$ cat src/rtl/mult_pkg.sv
// Shared definitions for the sequential shift-and-add multiplier:
// FSM state encoding, default operand width and counter sizing.
package mult_pkg;

    localparam int DEFAULT_WIDTH = 32;

    typedef enum logic [1:0] {
        IDLE = 2'd0,
        BUSY = 2'd1,
        DONE = 2'd2
    } state_t;

    // Iteration counter width; always at least one bit.
    function automatic int cnt_w(input int w);
        return (w < 2) ? 1 : $clog2(w);
    endfunction

endpackage

$ cat src/rtl/mult_add_step.sv
// WIDTH-bit ripple-carry adder with carry-out: the single partial-product
// add performed per BUSY cycle of the multiplier.
module mult_add_step #(
    parameter int WIDTH = 32
) (
    input  logic [WIDTH-1:0] x,
    input  logic [WIDTH-1:0] y,
    output logic [WIDTH-1:0] sum,
    output logic             cout
);

    logic [WIDTH:0] c;

    assign c[0] = 1'b0;

    for (genvar i = 0; i < WIDTH; i++) begin : g_bit
        mult_fa u_fa (
            .x  (x[i]),
            .y  (y[i]),
            .ci (c[i]),
            .s  (sum[i]),
            .co (c[i+1])
        );
    end

    assign cout = c[WIDTH];

endmodule

$ cat src/rtl/mult_fa.sv
// One-bit full adder cell, the building block of the ripple-carry chain.
module mult_fa (
    input  logic x,
    input  logic y,
    input  logic ci,
    output logic s,
    output logic co
);

    assign s  = x ^ y ^ ci;
    assign co = (x & y) | (ci & (x ^ y));

endmodule

$ cat src/rtl/seq_multiplier.sv
// Multi-cycle shift-and-add multiplier. One partial-product add per clock,
// WIDTH iterations, valid/ready handshakes on both operand and result sides.
// Optional feature: define MULT_SIGNED_EN for two's-complement operands
// (magnitudes multiplied, product negated on entry to DONE).
module seq_multiplier
    import mult_pkg::*;
#(
    parameter int WIDTH = DEFAULT_WIDTH
) (
    input  logic               clk,
    input  logic               rst_n,
    input  logic               start_valid,
    output logic               start_ready,
    input  logic [WIDTH-1:0]   a,
    input  logic [WIDTH-1:0]   b,
    output logic               result_valid,
    input  logic               result_ready,
    output logic [2*WIDTH-1:0] product,
    output logic               overflow
);

    localparam int              CW   = cnt_w(WIDTH);
    localparam logic [CW-1:0]   LAST = CW'(WIDTH - 1);

    state_t               state;
    logic [2*WIDTH-1:0]   acc;
    logic [2*WIDTH-1:0]   acc_nx;
    logic [2*WIDTH-1:0]   prod_nx;
    logic [WIDTH-1:0]     mcand;
    logic [WIDTH-1:0]     addend;
    logic [WIDTH-1:0]     sum;
    logic [WIDTH-1:0]     ld_a;
    logic [WIDTH-1:0]     ld_b;
    logic [CW-1:0]        count;
    logic                 carry;
    logic                 ovf_nx;
    logic                 accept;
    logic                 fire;
    logic                 last;

    assign start_ready  = (state == IDLE);
    assign result_valid = (state == DONE);
    assign accept       = start_valid & start_ready;
    assign fire         = result_valid & result_ready;
    assign last         = (state == BUSY) && (count == LAST);

    // Add the multiplicand into the high half only when the current
    // multiplier bit (acc LSB) is set; the carry is kept for the shift.
    assign addend = acc[0] ? mcand : '0;

    mult_add_step #(.WIDTH(WIDTH)) u_add (
        .x    (acc[2*WIDTH-1:WIDTH]),
        .y    (addend),
        .sum  (sum),
        .cout (carry)
    );

    assign acc_nx = {carry, sum, acc[WIDTH-1:1]};

`ifdef MULT_SIGNED_EN
    localparam logic [WIDTH-1:0]   ONE_W  = WIDTH'(1);
    localparam logic [2*WIDTH-1:0] ONE_2W = (2*WIDTH)'(1);

    logic sign;

    // Magnitudes; the most-negative value maps to 2^(W-1), still fits.
    assign ld_a    = a[WIDTH-1] ? (~a + ONE_W) : a;
    assign ld_b    = b[WIDTH-1] ? (~b + ONE_W) : b;
    assign prod_nx = sign ? (~acc_nx + ONE_2W) : acc_nx;
    assign ovf_nx  = (prod_nx[2*WIDTH-1:WIDTH] != {WIDTH{prod_nx[WIDTH-1]}});

    // Result sign captured at operand acceptance.
    always_ff @(posedge clk or negedge rst_n) begin
        if (!rst_n) begin
            sign <= 1'b0;
        end else if (accept) begin
            sign <= a[WIDTH-1] ^ b[WIDTH-1];
        end
    end
`else
    assign ld_a    = a;
    assign ld_b    = b;
    assign prod_nx = acc_nx;
    assign ovf_nx  = |acc_nx[2*WIDTH-1:WIDTH];
`endif

    // Control FSM: IDLE -> BUSY on accept, BUSY -> DONE after WIDTH
    // iterations, DONE -> IDLE on result handshake.
    always_ff @(posedge clk or negedge rst_n) begin
        if (!rst_n) begin
            state <= IDLE;
        end else begin
            case (state)
                IDLE:    if (accept) state <= BUSY;
                BUSY:    if (last)   state <= DONE;
                DONE:    if (fire)   state <= IDLE;
                default:             state <= IDLE;
            endcase
        end
    end

    // Shift register, multiplicand and iteration counter.
    always_ff @(posedge clk or negedge rst_n) begin
        if (!rst_n) begin
            acc   <= '0;
            mcand <= '0;
            count <= '0;
        end else if (accept) begin
            acc   <= {{WIDTH{1'b0}}, ld_b};
            mcand <= ld_a;
            count <= '0;
        end else if (state == BUSY) begin
            acc   <= acc_nx;
            count <= count + 1'b1;
        end
    end

    // Product and overflow are captured on the final iteration and held
    // stable through DONE until the next operation completes.
    always_ff @(posedge clk or negedge rst_n) begin
        if (!rst_n) begin
            product  <= '0;
            overflow <= 1'b0;
        end else if (last) begin
            product  <= prod_nx;
            overflow <= ovf_nx;
        end
    end

endmodule

$ cat config.mk
export PLATFORM = sky130hd
export DESIGN_NAME = seq_multiplier
export DESIGN_NICKNAME = d
export VERILOG_FILES = /design/src/rtl/mult_pkg.sv /design/src/rtl/mult_add_step.sv /design/src/rtl/mult_fa.sv /design/src/rtl/seq_multiplier.sv
export SDC_FILE = /design/constraint.sdc
export NUM_CORES = 1
export LEC_CHECK = 0
export CAP_MARGIN = 25
export CORE_MARGIN = 3
export CORE_UTILIZATION = 30
export CTS_BUF_LIST = sky130_fd_sc_hd__clkbuf_8
export CTS_CLUSTER_DIAMETER = 60
export DETAILED_ROUTE_END_ITERATION = 8
export PLACE_DENSITY_LB_ADDON = 0.1
export SLEW_MARGIN = 5
export SYNTH_ARGS = -nofsm -noshare
export SYNTH_HDL_FRONTEND = slang
export SYNTH_SLANG_ARGS = --single-unit
$ cat constraint.sdc
create_clock -name clk -period 19.9 [get_ports clk]
set_clock_uncertainty 0.2 [all_clocks]
set_input_delay 2.985 -clock clk [delete_from_list [all_inputs] [get_ports clk]]
set_output_delay 2.985 -clock clk [all_outputs]
set_load 0.02 [all_outputs]
==> results of run 1 <==
## worst max path at each step
stage | start | endpoint | slack, ps | cells after the start
CTS | acc[0] | overflow | 4300 | 40
finish | acc[0] | overflow | 4510 | 40
global route | acc[0] | overflow | 3680 | 40
global placement | acc[0] | overflow | 4510 | 40
detailed placement | acc[0] | overflow | 4390 | 40
floorplan | acc[0] | overflow | 5310 | 41
## worst reg2reg max path, delay by kind of cell (launching register included)
family,cells,cell delay [ps]
AO/OA/AOI/OAI,1,310
adder cells (fa/ha/maj),32,13040
buffers and inverters,4,260
flip-flops,1,710
AND/OR/NAND/NOR,3,720
## metal layers
metal  up-vias  GRT usage, %  share of wire (%)
li1       2298             -                  -
met1      2479          19.4                 48
met2        93          21.1                 47
met3        10          3.81                4.6
met4         0          3.31               0.83
met5         -             0                  0
## registers in the layout, summed over array words and instances (netlist names)
| register | count |
|---|---|
| count | 5 |
| acc | 64 |
| state | 2 |
| mcand | 32 |
| product | 64 |
| overflow | 1 |
## power by group through the flow
stage	Combinational (mW)	Clock (mW)	Sequential, mW
after detailed placement	0.741	0	0.624
after global placement	0.729	0	0.621
after CTS	0.745	0.262	0.619
final	0.728	0.251	0.615
after global routing	0.817	0.275	0.640
after floorplan	0.408	0	0.659
## per-stage QoR
stage | instances | setup slack, ps | cell area [µm²] | power, mW | hold slack (ps)
global placement | 1034 | 4510 | 9080 | 1.35 | 274
CTS | 1066 | 4300 | 9480 | 1.63 | 308
detailed placement | 1034 | 4390 | 9080 | 1.36 | 283
floorplan | 606 | 5310 | 7480 | 1.07 | 250
finish | 1067 | 4510 | 9510 | 1.59 | 300
global route | 1067 | 3680 | 9510 | 1.73 | 321
## synthesized netlist by cell type
cell type | n | area (µm²)
o21ai_1 | 1 | 5.00
nand2_1 | 138 | 518
buf_6 | 6 | 67.6
and4b_1 | 1 | 10.0
a211oi_1 | 1 | 7.51
ha_1 | 3 | 37.5
clkbuf_1 | 11 | 41.3
nand4_1 | 2 | 12.5
mux2_1 | 1 | 11.3
o31a_1 | 1 | 8.76
mux2_2 | 90 | 1010
nor4_1 | 5 | 31.3
fa_1 | 31 | 621
o31ai_1 | 2 | 15.0
nor3b_1 | 1 | 7.51
o21bai_2 | 1 | 11.3
nor2_1 | 2 | 7.51
nor4b_1 | 2 | 17.5
nand3_1 | 1 | 5.00
nor3b_4 | 1 | 18.8
nand2b_1 | 3 | 18.8
o21ai_0 | 36 | 180
nand3b_1 | 1 | 7.51
xor2_1 | 1 | 8.76
inv_1 | 10 | 37.5
o22ai_1 | 5 | 31.3
buf_2 | 19 | 95.1
and2_1 | 27 | 169
nor2b_1 | 1 | 6.26
and3_1 | 1 | 6.26
dfrtp_1 | 168 | 4200
a22oi_1 | 32 | 240
buf_4 | 1 | 7.51
## final cells by class
class	count	share of cell area, %
Clock inverter	13	1.51
Clock buffer	19	2.75
Tap cell	324	4.26
Multi-Input combinational cell	391	31.9
Inverter	10	0.395
Timing Repair Buffer	142	15.0
Sequential cell	168	44.2
## logic make-up (layout without fill, tap and decap cells)
kind of cell / after synthesis / after routing / share of synthesized area [%]
adder cells (fa/ha/maj): 34 / 34 / 8.80
multiplexers: 91 / 91 / 13.7
AND/OR/NAND/NOR: 186 / 186 / 11.2
XOR/XNOR: 1 / 1 / 0.117
buffers and inverters: 47 / 184 / 3.33
flip-flops: 168 / 168 / 56.2
AO/OA/AOI/OAI: 79 / 79 / 6.67
==> run metrics, run 1 <==
VDD IR max 51.1 µV; port buffer count 134; RSZ-0062 raised after global routing false; worst r2r src acc[0]; Syn Inst Count 606; # hold bufs at CTS 0; Clk network pwr share 15.7%; Worst-Margin Slew 901 ps; post-cts sizing count 0; fin util 39.0%; chip height 164 µm; Avg Synthesized Cell Area 12.3 µm²; Ys Warns 0; largest net degree at the start of global routing 98; headroom to the max-slew limit 39.9%; WHS Endpoint mcand[7]; WS Path Type flip-flop to flip-flop; die area 26900 µm²; CTS Buf Count 17; Clock Latency Late Sink 450 ps; CTS max path bufs 2; CP required 20030 ps; CTS sink count 168; Inserted Diodes 0; FF+latch area 4200 µm²; vias in the first global route 5160; sw frac 38.4%; maximum clock frequency 65.0 MHz; worst hold stages 1; clock root buffer clkbuf_8; first-pass GRT wire length 28.8 mm; Initial Util 30.7%; Final Cycle Share 77.3%; PwrDens 168 nW/µm²; Synth Net Count 708; CP Buf/Inv Count 4; # DRC 0; post-route setup TNS 0 ps; initial antenna violation count 0; sequential share of power 38.6%; max cap viols 0; Leakage 4.22 nW; Crit Reg-Reg Endpoint overflow; Netlist cell types 33; Final Critical Period 15390 ps; CP top delay family adder cells; status completed; Critical Path Max Stage Delay 710 ps; filler cell count 2382; gpl congestion 0.751; Worst Setup End Kind flip-flop; gr usage total 13.8%; Worst Path Max Fanout 33; H-Tree Depth 4; Setup crit start kind flip-flop; site row count 57; most frequent cells in the layout dfrtp_1, nand2_1, clkdlybuf4s50_1, mux2_2, o21ai_0; DRT iter0 DRCs 244; Initial DRT Pass Iterations 4; CP Data Arrival Time 15520 ps; area of the multi-input gates 3030 µm²; Min-Delay Path Class flip-flop to flip-flop; vias per cell 4.57; Post-CTS Setup Bufs 0; grt total ovfl 0; Yosys reg bits 168; Post-Syn Area 7480 µm²; DR WL/cell 16.7 µm; chip width 164 µm; area added between synthesis and finish 27.1%; Antenna Nets Post-Route 0; Clk pin slew, worst setup/hold paths 90 ps; net switching power 612 µW; CP most frequent cell fa_1; commonest non-fill, non-tap cell in the layout dfrtp_1; min-delay src mcand[7]; CTS tree yes; FF-to-FF path depth 40; Nets 832; via count 4880; io pins 135; Power Internal 983 µW; Slew Limit Fails 0; core area 24400 µm²; Finish-stage setup viols 0; register area share after synthesis 56.2%; worst reg2reg setup slack 4510 ps; final WL 17.8 mm; Slowest cell on crit path dfrtp_1; dpl hpwl 12.0 mm; layout cells sized above 1 17.9%; Comb pwr share 45.7%; Final Hold Viols 0
No activity file was read; power rests on OpenSTA's default activity.
==> run 2: changes to the inputs <==
Clock period 19.9 ns to 14.8 ns, I/O delays scaled along.
==> run metrics, run 2 (synthesized netlist as in run 1, its figures left out) <==
status completed (unchanged); area added between synthesis and finish 27.7% (was 27.1%); Finish-stage setup viols 0 (unchanged); first-pass GRT wire length 29.2 mm (was 28.8 mm); Final Critical Period 14150 ps (was 15390 ps); Slowest cell on crit path fa_1 (was dfrtp_1); placed cells 1037 (was 1034); io pins 135 (unchanged); Leakage 4.20 nW (was 4.22 nW); CP most frequent cell fa_1 (unchanged); dpl hpwl 12.0 mm (about the same); Clk pin slew, worst setup/hold paths 90 ps (about the same); Min Hold Slack 293 ps (was 300 ps); Antenna Nets Post-Route 0 (unchanged); clock root buffer clkbuf_8 (unchanged); Final Cycle Share 95.6% (was 77.3%); CTS tree yes (unchanged); chip height 164 µm (unchanged); biggest regs acc: 64 flops, product: 64 flops, mcand: 32 flops (unchanged); headroom to the max-slew limit 33.5% (was 39.9%); most frequent cells in the layout dfrtp_1, nand2_1, clkdlybuf4s50_1, mux2_2, o21ai_0 (unchanged); PwrDens 226 nW/µm² (was 168 nW/µm²); via count 4897 (was 4880); Inserted Diodes 0 (unchanged); # hold bufs at CTS 0 (unchanged); commonest non-fill, non-tap cell in the layout dfrtp_1 (unchanged); Min-Delay Path Class flip-flop to flip-flop (unchanged); site row count 57 (unchanged); max cap viols 0 (unchanged); Critical Path Max Stage Delay 490 ps (was 710 ps); grt total ovfl 0 (unchanged); vias per cell 4.58 (was 4.57); Slew Limit Fails 0 (unchanged); CTS max path bufs 2 (unchanged); Worst-Margin Slew 997 ps (was 901 ps); CTS sink count 168 (unchanged); final WL 18.0 mm (was 17.8 mm); Post-CTS Setup Bufs 0 (unchanged); Initial DRT Pass Iterations 4 (unchanged); port buffer count 134 (unchanged); Final Hold Viols 0 (unchanged); die area 26900 µm² (unchanged); # DRC 0 (unchanged); Nets 835 (was 832); CTS Buf Count 17 (unchanged); initial antenna violation count 1 (was 0); layout cells sized above 1 20.1% (was 17.9%); Clock Latency Late Sink 450 ps (about the same); H-Tree Depth 4 (unchanged); core area 24400 µm² (unchanged); VDD IR max 73.3 µV (was 51.1 µV); Setup crit start kind flip-flop (unchanged); fin cells 1070 (was 1067); Worst Path Max Fanout 2 (was 33); RSZ-0062 raised after global routing false (unchanged); DR WL/cell 16.9 µm (was 16.7 µm); maximum clock frequency 70.7 MHz (was 65.0 MHz); Worst Setup End Kind flip-flop (unchanged); largest net degree at the start of global routing 109 (was 98); gr usage total 13.9% (was 13.8%); CP Data Arrival Time 14290 ps (was 15520 ps); DRT iter0 DRCs 264 (was 244); Initial Util 30.7% (unchanged); chip width 164 µm (unchanged); WS Path Type flip-flop to flip-flop (unchanged); gpl congestion 0.760 (was 0.751); fin util 39.1% (was 39.0%); vias in the first global route 5321 (was 5160); CP required 14940 ps (was 20030 ps)
[run 2: cell count changes in the layout (fill, tap and decap cells not counted), sizes merged]
cell,previous run,this run
clkinv,3,2
clkinvlp,3,4
buf,9,12
bufinv,2,1
inv,15,17
clkbuf,19,18
[run 2: final timing paths]
path,start,endpoint,slack (ps),cells after the start
min in group asynchronous,rst_n,mcand[18],1390,1
worst min register to register,mcand[7],mcand[7],290,1
worst max register to register,mcand[0],overflow,650,40
worst min-delay path,mcand[7],mcand[7],290,1
max in group asynchronous,rst_n,acc[14],12000,2
worst max-delay path,mcand[0],overflow,650,40
[run 2: stage by stage]
stage,TNS (ps),setup WS [ps],cell area (µm²),total power [mW]
after floorplan,0,208,7480,1.43
final,0,648,9550,2.16
after global routing,0,51.1,9550,2.34
after CTS,0,56.7,9500,2.19
after global placement,-112,-112,9100,1.82
after detailed placement,-111,-111,9100,1.84
[run 2: metal layers]
layer	global-route usage, %	wire [µm]	up-vias
met5	0	11	-
met4	3.27	144	2
met3	3.53	826	11
met2	21.9	8550	93
met1	19.4	8510	2483
li1	-	-	2308
[run 2: final cells by class]
cell class	instances	area, µm²
clock inverters	14	138
clock buffers	18	248
fillers	2384	14800
multi-input cells	391	3070
flip-flops and latches	168	4200
inverters	10	37.5
well taps	324	405
repair buffers	145	1450
[run 2: what timing repair did]
action	4_1_cts	5_1_grt
resized for setup	5	8
endpoints found under the setup margin	1	2
pin swaps	0	0
[run 2: power breakdown]
group,total [mW],internal (mW),switching [mW],leakage (nW)
logic,1.01,0.496,0.515,1.91
clock network,0.325,0.142,0.183,0.185
registers,0.824,0.684,0.140,2.11
[run 2: critical path: cells and delay by family (launching register included)]
kind	cells	cell delay, ps
fa+ha+maj	32	12290
flops	1	390
compound gates	1	320
simple gates	3	560
buf+inv	4	260
==> run 3: changes to the inputs <==
Settings changed: CTS_CLUSTER_DIAMETER 60 to unset, GPL_ROUTABILITY_DRIVEN set to 0, SLEW_MARGIN 5 to unset.
==> run metrics, run 3 (synthesized netlist as in run 1, its figures left out) <==
clock root buffer clkbuf_8 (unchanged); Cell Area, Placed 9100 µm² (unchanged); Leakage 4.20 nW (unchanged); largest net degree at the start of global routing 109 (unchanged); Initial Util 30.7% (unchanged); VDD IR max 73.3 µV (about the same); vias per cell 4.59 (was 4.58); Power Internal 1.32 mW (unchanged); site row count 57 (unchanged); maximum clock frequency 70.7 MHz (about the same); Crit Reg-Reg Endpoint overflow (unchanged); biggest regs acc: 64 flops, product: 64 flops, mcand: 32 flops (unchanged); GRT met2 Usage 21.9% (unchanged); CTS Buf Count 17 (unchanged); min-delay src mcand[7] (unchanged); Critical Path Max Stage Delay 490 ps (about the same); Comb pwr share 46.8% (about the same); commonest non-fill, non-tap cell in the layout dfrtp_1 (unchanged); Nets 835 (unchanged); grt total ovfl 0 (unchanged); fin util 39.1% (unchanged); first-pass GRT wire length 29.2 mm (unchanged); PwrDens 226 nW/µm² (about the same); net switching power 836 µW (was 838 µW); Final Hold Viols 0 (unchanged); grt met3 use 3.53% (unchanged); core area 24400 µm² (unchanged); Worst Setup End Kind flip-flop (unchanged); placed cells 1037 (unchanged); filler cell count 2386 (was 2384); worst reg2reg setup slack 650 ps (about the same); initial antenna violation count 1 (unchanged); CTS sink count 168 (unchanged); chip width 164 µm (unchanged); final WL 18.0 mm (about the same); sequential share of power 38.2% (was 38.1%); Min-Delay Path Class flip-flop to flip-flop (unchanged); status completed (unchanged); fin cells 1070 (unchanged); vias in the first global route 5321 (unchanged); sw frac 38.7% (was 38.8%); Most Used Layer, Global Route met2 (unchanged); # DRC 0 (unchanged); dpl hpwl 12.0 mm (unchanged); die area 26900 µm² (unchanged); CP most frequent cell fa_1 (unchanged); Finish-stage setup viols 0 (unchanged); post-route setup TNS 0 ps (unchanged); Slowest cell on crit path fa_1 (unchanged); port buffer count 134 (unchanged); Final Critical Period 14150 ps (about the same); worst hold stages 1 (unchanged); Setup crit start kind flip-flop (unchanged); Antenna Nets Post-Route 0 (unchanged); Design Power 2.16 mW (about the same); io pins 135 (unchanged); Initial DRT Pass Iterations 4 (unchanged); RSZ-0062 raised after global routing false (unchanged); DR WL/cell 16.8 µm (was 16.9 µm); Clk pin slew, worst setup/hold paths 90 ps (about the same); worst r2r src mcand[0] (unchanged); layout cells sized above 1 20.1% (unchanged); chip height 164 µm (unchanged); GR Layer Usage met1 19.4% (unchanged); headroom to the max-slew limit 34.0% (was 33.5%); FF-to-FF path depth 40 (unchanged); gr usage total 13.9% (unchanged); # hold bufs at CTS 0 (unchanged); CTS tree yes (unchanged); max cap viols 0 (unchanged); CP required 14930 ps (was 14940 ps); Final Cycle Share 95.6% (about the same); most frequent cells in the layout dfrtp_1, nand2_1, clkdlybuf4s50_1, mux2_2, o21ai_0 (unchanged); WS Path Type flip-flop to flip-flop (unchanged); Clk network pwr share 15.0% (was 15.1%); H-Tree Depth 4 (unchanged); Worst Path Max Fanout 2 (unchanged); WHS Endpoint mcand[7] (unchanged); CTS max path bufs 2 (unchanged); area added between synthesis and finish 27.7% (unchanged); Slew Limit Fails 0 (unchanged); CP Data Arrival Time 14280 ps (was 14290 ps); DRT iter0 DRCs 277 (was 264); post-route design area 9550 µm² (unchanged); Inserted Diodes 0 (unchanged); via count 4913 (was 4897); Clock Latency Late Sink 440 ps (was 450 ps); Worst-Margin Slew 989 ps (was 997 ps)
run 3: cell counts in the layout (fill, tap and decap cells not counted):
No cell type changed its count.
run 3: routing by layer:
layer	vias up	share of wire [%]
met3	8	3.8
met2	85	48
li1	2307	-
met1	2511	47
met5	-	0.061
met4	2	0.53
run 3: layout make-up:
type                            count  area (µm²)  share of cell area (%)
Clock buffer                       18         248                    2.59
Timing Repair Buffer              145        1450                    15.1
Inverter                           10        37.5                   0.393
Sequential cell                   168        4200                    44.0
Tap cell                          324         405                    4.25
Clock inverter                     14         138                    1.44
Multi-Input combinational cell    391        3070                    32.2
run 3: timing repair:
item,in CTS,in global routing
buffers inserted,0,0
setup endpoints to repair,1,2
resized for setup,5,8
run 3: worst max-delay path by stage:
stage,start,cells past startpoint,endpoint,slack [ps]
2_1_floorplan,acc[0],41,overflow,210
3_3_place_gp,mcand[0],40,overflow,-110
3_5_place_dp,mcand[0],40,overflow,-110
4_1_cts,mcand[0],40,overflow,60
5_1_grt,mcand[0],40,overflow,50
6_report,mcand[0],40,overflow,650
run 3: critical path: cells and delay by family (launching register included):
family,cells,cell delay [ps]
adders and majority gates,32,12290
buffers and inverters,4,260
AOI/OAI and AO/OA,1,320
and+or+nand+nor,3,560
DFF,1,390
run 3: through the flow:
| step | hold WS (ps) | setup slack [ps] |
|---|---|---|
| 3_3_place_gp | 277 | -112 |
| 3_5_place_dp | 282 | -111 |
| 5_1_grt | 327 | 51.1 |
| 2_1_floorplan | 250 | 208 |
| 4_1_cts | 301 | 56.7 |
| 6_report | 293 | 650 |
run 3: power by group through the flow:
stage	sequential [mW]	clock, mW	combinational (mW)
after floorplan	0.886	0	0.549
after global placement	0.829	0	0.996
after detailed placement	0.834	0	1.01
after CTS	0.827	0.339	1.02
after global routing	0.854	0.356	1.13
final	0.824	0.324	1.01
